File: config.mk
export PLATFORM = sky130hd
export DESIGN_NAME = axi4_lite_mem_slave
export DESIGN_NICKNAME = d
export VERILOG_FILES = /design/src/rtl/axi4_lite_mem_slave_pkg.sv /design/src/rtl/axi4_lite_mem_slave_mem_array.sv /design/src/rtl/axi4_lite_mem_slave.sv
export SDC_FILE = /design/constraint.sdc
export NUM_CORES = 1
export LEC_CHECK = 0
export CORE_MARGIN = 2
export CORE_UTILIZATION = 40
export DETAILED_ROUTE_END_ITERATION = 10
export GPL_ROUTABILITY_DRIVEN = 0
export SYNTH_ARGS = -nofsm -noshare
export SYNTH_HDL_FRONTEND = slang
export SYNTH_HIERARCHICAL = 1
export SYNTH_SLANG_ARGS = --single-unit
File: constraint.sdc
create_clock -name ACLK -period 16.4 [get_ports ACLK]
set_clock_uncertainty 0.15 [all_clocks]
set_input_delay 1.64 -clock ACLK [delete_from_list [all_inputs] [get_ports ACLK]]
set_output_delay 1.64 -clock ACLK [all_outputs]
set_load 0.01 [all_outputs]
File: src/rtl/axi4_lite_mem_slave_pkg.sv
// axi4_lite_mem_slave_pkg: shared bus widths, FSM state types and response codes for the AXI4-Lite memory slave.
package axi4_lite_Defs;
    localparam int Addr_Width = 32;
    localparam int Data_Width = 32;
    typedef enum logic {R_IDLE, R_DATA} rd_state_t;
    typedef enum logic {W_IDLE, W_RESP} wr_state_t;
    localparam logic [1:0] RESP_OKAY   = 2'b00;
    localparam logic [1:0] RESP_DECERR = 2'b11;
endpackage

File: src/rtl/axi4_lite_mem_slave_mem_array.sv
// axi4_lite_mem_array: word storage cleared by reset, one synchronous write port and one registered read port.
module axi4_lite_mem_array
    import axi4_lite_Defs::*;
#(
    parameter int DATA_WIDTH = Data_Width,
    parameter int MEM_DEPTH  = 16
) (
    input  logic                         i_clk,
    input  logic                         i_rst,
    input  logic                         i_we,
    input  logic [$clog2(MEM_DEPTH)-1:0] i_waddr,
    input  logic [DATA_WIDTH-1:0]        i_wdata,
    input  logic                         i_re,
    input  logic [$clog2(MEM_DEPTH)-1:0] i_raddr,
    output logic [DATA_WIDTH-1:0]        o_rdata
);
    logic [DATA_WIDTH-1:0] r_mem [MEM_DEPTH];
    logic [DATA_WIDTH-1:0] r_rdata;
    // Non-blocking update gives read-before-write when both ports hit the same word.
    always_ff @(posedge i_clk or posedge i_rst) begin
        if (i_rst) begin
            for (int i = 0; i < MEM_DEPTH; i++) r_mem[i] <= '0;
            r_rdata <= '0;
        end else begin
            if (i_we) r_mem[i_waddr] <= i_wdata;
            if (i_re) r_rdata <= r_mem[i_raddr];
        end
    end
    assign o_rdata = r_rdata;
endmodule

File: src/rtl/axi4_lite_mem_slave.sv
// axi4_lite_mem_slave: AXI4-Lite slave exposing MEM_DEPTH words with independent read and write FSMs.
// Define AXI_SLV_ERR_EN to add RRESP/BRESP and decode errors for out-of-range addresses.
module axi4_lite_mem_slave
    import axi4_lite_Defs::*;
#(
    parameter int ADDR_WIDTH = Addr_Width,
    parameter int DATA_WIDTH = Data_Width,
    parameter int MEM_DEPTH  = 16
) (
    input  logic                  ACLK,
    input  logic                  ARESET,
    input  logic [ADDR_WIDTH-1:0] ARADDR,
    input  logic                  ARVALID,
    output logic                  ARREADY,
    output logic [DATA_WIDTH-1:0] RDATA,
    output logic                  RVALID,
    input  logic                  RREADY,
    input  logic [ADDR_WIDTH-1:0] AWADDR,
    input  logic                  AWVALID,
    output logic                  AWREADY,
    input  logic [DATA_WIDTH-1:0] WDATA,
    input  logic                  WVALID,
    output logic                  WREADY,
`ifdef AXI_SLV_ERR_EN
    output logic [1:0]            RRESP,
    output logic [1:0]            BRESP,
`endif
    output logic                  BVALID,
    input  logic                  BREADY
);
    localparam int IW = $clog2(MEM_DEPTH);
    rd_state_t             r_rstate;
    wr_state_t             r_wstate;
    logic                  r_arready, r_rvalid, r_awready, r_wready, r_bvalid;
    logic [ADDR_WIDTH-1:0] r_awaddr;
    logic [DATA_WIDTH-1:0] r_wdata;
    logic                  w_ar_hs, w_aw_hs, w_w_hs, w_commit, w_werr, w_unused;
    logic [ADDR_WIDTH-1:0] w_waddr;
    logic [DATA_WIDTH-1:0] w_wdat, w_rdata;
    assign w_ar_hs  = ARVALID & r_arready;
    assign w_aw_hs  = AWVALID & r_awready;
    assign w_w_hs   = WVALID & r_wready;
    assign w_waddr  = w_aw_hs ? AWADDR : r_awaddr;
    assign w_wdat   = w_w_hs ? WDATA : r_wdata;
    // Commit on the edge where the second of AW/W is captured (or both together).
    assign w_commit = (r_wstate == W_IDLE) & (w_aw_hs | ~r_awready) & (w_w_hs | ~r_wready);
    assign w_unused = ^{ARADDR[1:0], AWADDR[1:0], ARADDR[ADDR_WIDTH-1:IW+2], AWADDR[ADDR_WIDTH-1:IW+2]};
`ifdef AXI_SLV_ERR_EN
    logic       w_rerr;
    logic [1:0] r_rresp, r_bresp;
    assign w_rerr = |ARADDR[ADDR_WIDTH-1:IW+2];
    assign w_werr = |w_waddr[ADDR_WIDTH-1:IW+2];
    assign RRESP  = r_rresp;
    assign BRESP  = r_bresp;
    assign RDATA  = (r_rresp == RESP_DECERR) ? '0 : w_rdata;
`else
    assign w_werr = 1'b0;
    assign RDATA  = w_rdata;
`endif
    axi4_lite_mem_array #(.DATA_WIDTH(DATA_WIDTH), .MEM_DEPTH(MEM_DEPTH)) u_mem (
        .i_clk(ACLK),
        .i_rst(ARESET),
        .i_we(w_commit & ~w_werr),
        .i_waddr(w_waddr[IW+1:2]),
        .i_wdata(w_wdat),
        .i_re(w_ar_hs),
        .i_raddr(ARADDR[IW+1:2]),
        .o_rdata(w_rdata)
    );
    always_ff @(posedge ACLK or posedge ARESET) begin
        if (ARESET) begin
            r_rstate  <= R_IDLE;
            r_arready <= 1'b1;
            r_rvalid  <= 1'b0;
`ifdef AXI_SLV_ERR_EN
            r_rresp   <= RESP_OKAY;
`endif
        end else if (r_rstate == R_IDLE) begin
            if (w_ar_hs) begin
                r_rstate  <= R_DATA;
                r_arready <= 1'b0;
                r_rvalid  <= 1'b1;
`ifdef AXI_SLV_ERR_EN
                r_rresp   <= w_rerr ? RESP_DECERR : RESP_OKAY;
`endif
            end
        end else if (RREADY) begin
            r_rstate  <= R_IDLE;
            r_arready <= 1'b1;
            r_rvalid  <= 1'b0;
        end
    end
    always_ff @(posedge ACLK or posedge ARESET) begin
        if (ARESET) begin
            r_wstate  <= W_IDLE;
            r_awready <= 1'b1;
            r_wready  <= 1'b1;
            r_bvalid  <= 1'b0;
            r_awaddr  <= '0;
            r_wdata   <= '0;
`ifdef AXI_SLV_ERR_EN
            r_bresp   <= RESP_OKAY;
`endif
        end else if (r_wstate == W_IDLE) begin
            if (w_aw_hs) begin
                r_awaddr  <= AWADDR;
                r_awready <= 1'b0;
            end
            if (w_w_hs) begin
                r_wdata  <= WDATA;
                r_wready <= 1'b0;
            end
            if (w_commit) begin
                r_wstate <= W_RESP;
                r_bvalid <= 1'b1;
`ifdef AXI_SLV_ERR_EN
                r_bresp  <= w_werr ? RESP_DECERR : RESP_OKAY;
`endif
            end
        end else if (BREADY) begin
            r_wstate  <= W_IDLE;
            r_bvalid  <= 1'b0;
            r_awready <= 1'b1;
            r_wready  <= 1'b1;
        end
    end
    assign ARREADY = r_arready;
    assign RVALID  = r_rvalid;
    assign AWREADY = r_awready;
    assign WREADY  = r_wready;
    assign BVALID  = r_bvalid;
endmodule

==> results by group <==
Synth
  • Syn Nets: 1728
  • Avg Inst Size Synth: 16.2 µm²
  • Netlist area before placement: 0.0263 mm²
  • Number of warnings issued by yosys: 6
  • Primary flip-flop cell chosen by synthesis mapping: sky130_fd_sc_hd__dfrtp_1
  • Sequential cell area fraction in the yosys report: 0.558
  • Gate Count Post-Synth: 1625
  • Flop and latch count out of synthesis: 587
  • Post-synth ARST share: 1.00
  • Number of enable flip-flop cells after synthesis: 0
  • Number of unique standard cell types used by synthesis: 34

Clock network
  • Number of clock buffers inserted by TritonCTS: 66
  • H-tree level count: 3
  • CTS Sinks: 587
  • Post CTS Setup Buffer Count: 0
  • CTS hold repair buffers: 0
  • Source-to-sink clock delay at the later pin of the worst-skew pair: 0.59 ns
  • Max Root-Sink Buffers: 3
  • Cell at the root of the clock tree: sky130_fd_sc_hd__clkbuf_16
  • Count of instances resized after the clock tree is built: 0
  • TritonCTS clock tree: yes
  • Clock transition time at the flip-flop clock pins of the worst setup and hold paths: 0.06 ns

Outcome
  • Status: finished clean

Critical path
  • List of cells traversed by the critical path: clkdlybuf4s50_1 -> clkinvlp_4 -> buf_4 -> buf_12 -> buf_4
  • Total buffers and inverters traversed by the critical path: 5
  • Critical-path cell with the highest stage delay: sky130_fd_sc_hd__buf_4
  • Startpoint types: primary input
  • Critical-path maximum fanout: 180
  • Most common cell type on the critical path: sky130_fd_sc_hd__buf_4
  • Worst Setup Path Type: primary input to async pin
  • Slack of the worst reg-to-reg path: 12.95 ns
  • Worst Path Arrival: 5.48 ns
  • Worst path max stage delay: 0.97 ns
  • Cell family contributing the most delay on the critical path: buffers and inverters
  • Critical path data required time: 16.76 ns
  • Endpoint class of the critical path: async pin

Power
  • Power density over the cells: 189 mW/mm²
  • Combinational fraction of design power: 0.309
  • Switch share: 0.290
  • Internal power: 0.00402 W
  • Leakage dissipation: 13.4 nW
  • Switching Power: 0.00165 W
  • Clock power frac: 0.259
  • Largest vdd supply drop: 0.0859 mV
  • Flop pwr share: 0.432

Die
  • Die footprint: 0.0679 mm²
  • I/O pin total: 140
  • Width of the chip: 261 µm
  • Core area: 0.0655 mm²
  • DIE HEIGHT: 261 µm
  • Standard-cell rows: 94
  • Effective utilization at floorplan: 0.402

GRT
  • Vias in the first global route: 15700
  • Remaining global-route overflow: 0
  • Initial antenna violation count: 0
  • Pin count of the biggest net entering global routing: 181
  • Global-route wire length before repair: 98200 µm
  • Overall routing resource usage: 0.193

Timing
  • Max-slew violation count: 0
  • RSZ-0062 raised after global routing: false
  • Final setup vio count: 0
  • Number of hold violations in the final report: 0
  • Top achievable clock speed: 195 MHz
  • Share of the cycle needed by the critical path after routing: 0.312
  • Min cycle time layout: 5.12 ns
  • Post-route setup TNS: 0 ns
  • Transition time at the pin with the least slew margin: 1.16 ns
  • Relative slew slack: 0.226
  • Tightest hold margin: 0.333 ns

Detailed routing
  • DR DRC count: 0
  • Detail Route Antenna Nets: 0
  • Drt via density: 5.62
  • Avg WL per Cell: 24.5 µm
  • Detailed Route Iter0 Violations: 841
  • Pre-antenna DRT Iters: 4
  • Via count of the routed design: 14500
  • Total length of routed wires: 63300 µm

Layout
  • Total number of nets in the final design: 1769
  • Layout area overhead: 14.2%
  • Most common cell after layout, fill and taps aside: sky130_fd_sc_hd__dfrtp_1
  • Final core utilization: 0.459
  • Final instance area: 0.0301 mm²
  • Most frequent cells in the layout: sky130_fd_sc_hd__dfrtp_1 (584), sky130_fd_sc_hd__mux2_2 (504), sky130_fd_sc_hd__mux4_2 (128), sky130_fd_sc_hd__clkdlybuf4s50_1 (80), sky130_fd_sc_hd__clkbuf_16 (71)
  • Fraction of final layout cells sized beyond drive strength 1: 0.498
  • Antenna fix cells: 0

Place
  • DP Area: 0.0279 mm²
  • Detail Placement HPWL: 33300 µm
  • Number of I/O port buffers: 83

Min path
  • Hold/Removal Path Class: register to register

Flow run
  • Max-cap violations: 0
kinds of logic after synthesis:
family / Yosys count / share of synthesized area
AND/OR/NAND/NOR: 73 / 0.0145
flip-flops: 587 / 0.558
AO/OA/AOI/OAI: 73 / 0.0204
multiplexers: 745 / 0.380
buffers and inverters: 147 / 0.0269
stage by stage:
step | setup WS [ns] | std cells | power [W]
2_1_floorplan | 7.21 | 1625 | 0.00373
3_3_place_gp | 10.76 | 2462 | 0.00413
3_5_place_dp | 10.55 | 2462 | 0.00423
4_1_cts | 11.16 | 2578 | 0.00573
5_1_grt | 10.66 | 2578 | 0.00600
6_report | 11.28 | 2578 | 0.00567
final timing paths:
path / startpoint / to / cells after the start
worst min-delay path: u_mem/r_mem[159]$_DFFE_PP0P_ / u_mem/r_mem[159]$_DFFE_PP0P_ / 1
min in group asynchronous: ARESET / u_mem/o_rdata[8]$_DFFE_PP0P_ / 2
max in group ACLK: WVALID / u_mem/r_mem[231]$_DFFE_PP0P_ / 7
worst max register to register: AWREADY$_DFFE_PP1P_ / u_mem/r_mem[231]$_DFFE_PP0P_ / 6
worst min register to register: u_mem/r_mem[159]$_DFFE_PP0P_ / u_mem/r_mem[159]$_DFFE_PP0P_ / 1
worst max-delay path: ARESET / u_mem/r_mem[494]$_DFFE_PP0P_ / 5
flip-flops by register name, indices dropped and copies added, names as in the netlist, 4 cells and up:
name           flops
u_mem/o_rdata     32
r_wdata           32
r_awaddr           4
u_mem/r_mem      512
cell usage after synthesis, drive strengths merged (4+ instances only):
| master | number | area, µm² |
|---|---|---|
| nand2b | 7 | 43.8 |
| mux2 | 584 | 6800 |
| buf | 88 | 488 |
| nand2 | 6 | 27.5 |
| mux4 | 128 | 2880 |
| nor2 | 39 | 146 |
| nor3 | 5 | 45.0 |
| o21ai | 4 | 20.0 |
| mux2i | 33 | 330 |
| inv | 5 | 18.8 |
| dfrtp | 584 | 14600 |
| o22ai | 33 | 206 |
| clkbuf | 54 | 203 |
| nand3b | 5 | 50.1 |
| a221oi | 32 | 280 |
layer usage:
| metal | up-vias | routed length [µm] | GRT usage |
|---|---|---|---|
| li1 | 6144 | - | - |
| met1 | 7971 | 31100 | 0.290 |
| met2 | 295 | 28200 | 0.288 |
| met3 | 85 | 2710 | 0.0358 |
| met4 | 0 | 1240 | 0.0481 |
| met5 | - | 0 | 0 |
power groups by stage:
stage / logic (W) / registers, W / clock network, W
2_1_floorplan: 0.00135 / 0.00238 / 0
3_3_place_gp: 0.00170 / 0.00243 / 0
3_5_place_dp: 0.00176 / 0.00247 / 0
4_1_cts: 0.00177 / 0.00245 / 0.00151
5_1_grt: 0.00190 / 0.00253 / 0.00157
6_report: 0.00175 / 0.00245 / 0.00147
final cells by class:
| type | count | area [µm²] |
|---|---|---|
| well taps | 864 | 1080 |
| clock buffers | 106 | 2090 |
| clock inverters | 10 | 82.6 |
| multi-input cells | 891 | 11000 |
| fillers | 5673 | 35400 |
| inverters | 5 | 22.5 |
| repair buffers | 115 | 1080 |
| flip-flops and latches | 587 | 14700 |
Note: power is estimated with default switching activity, not from simulation.
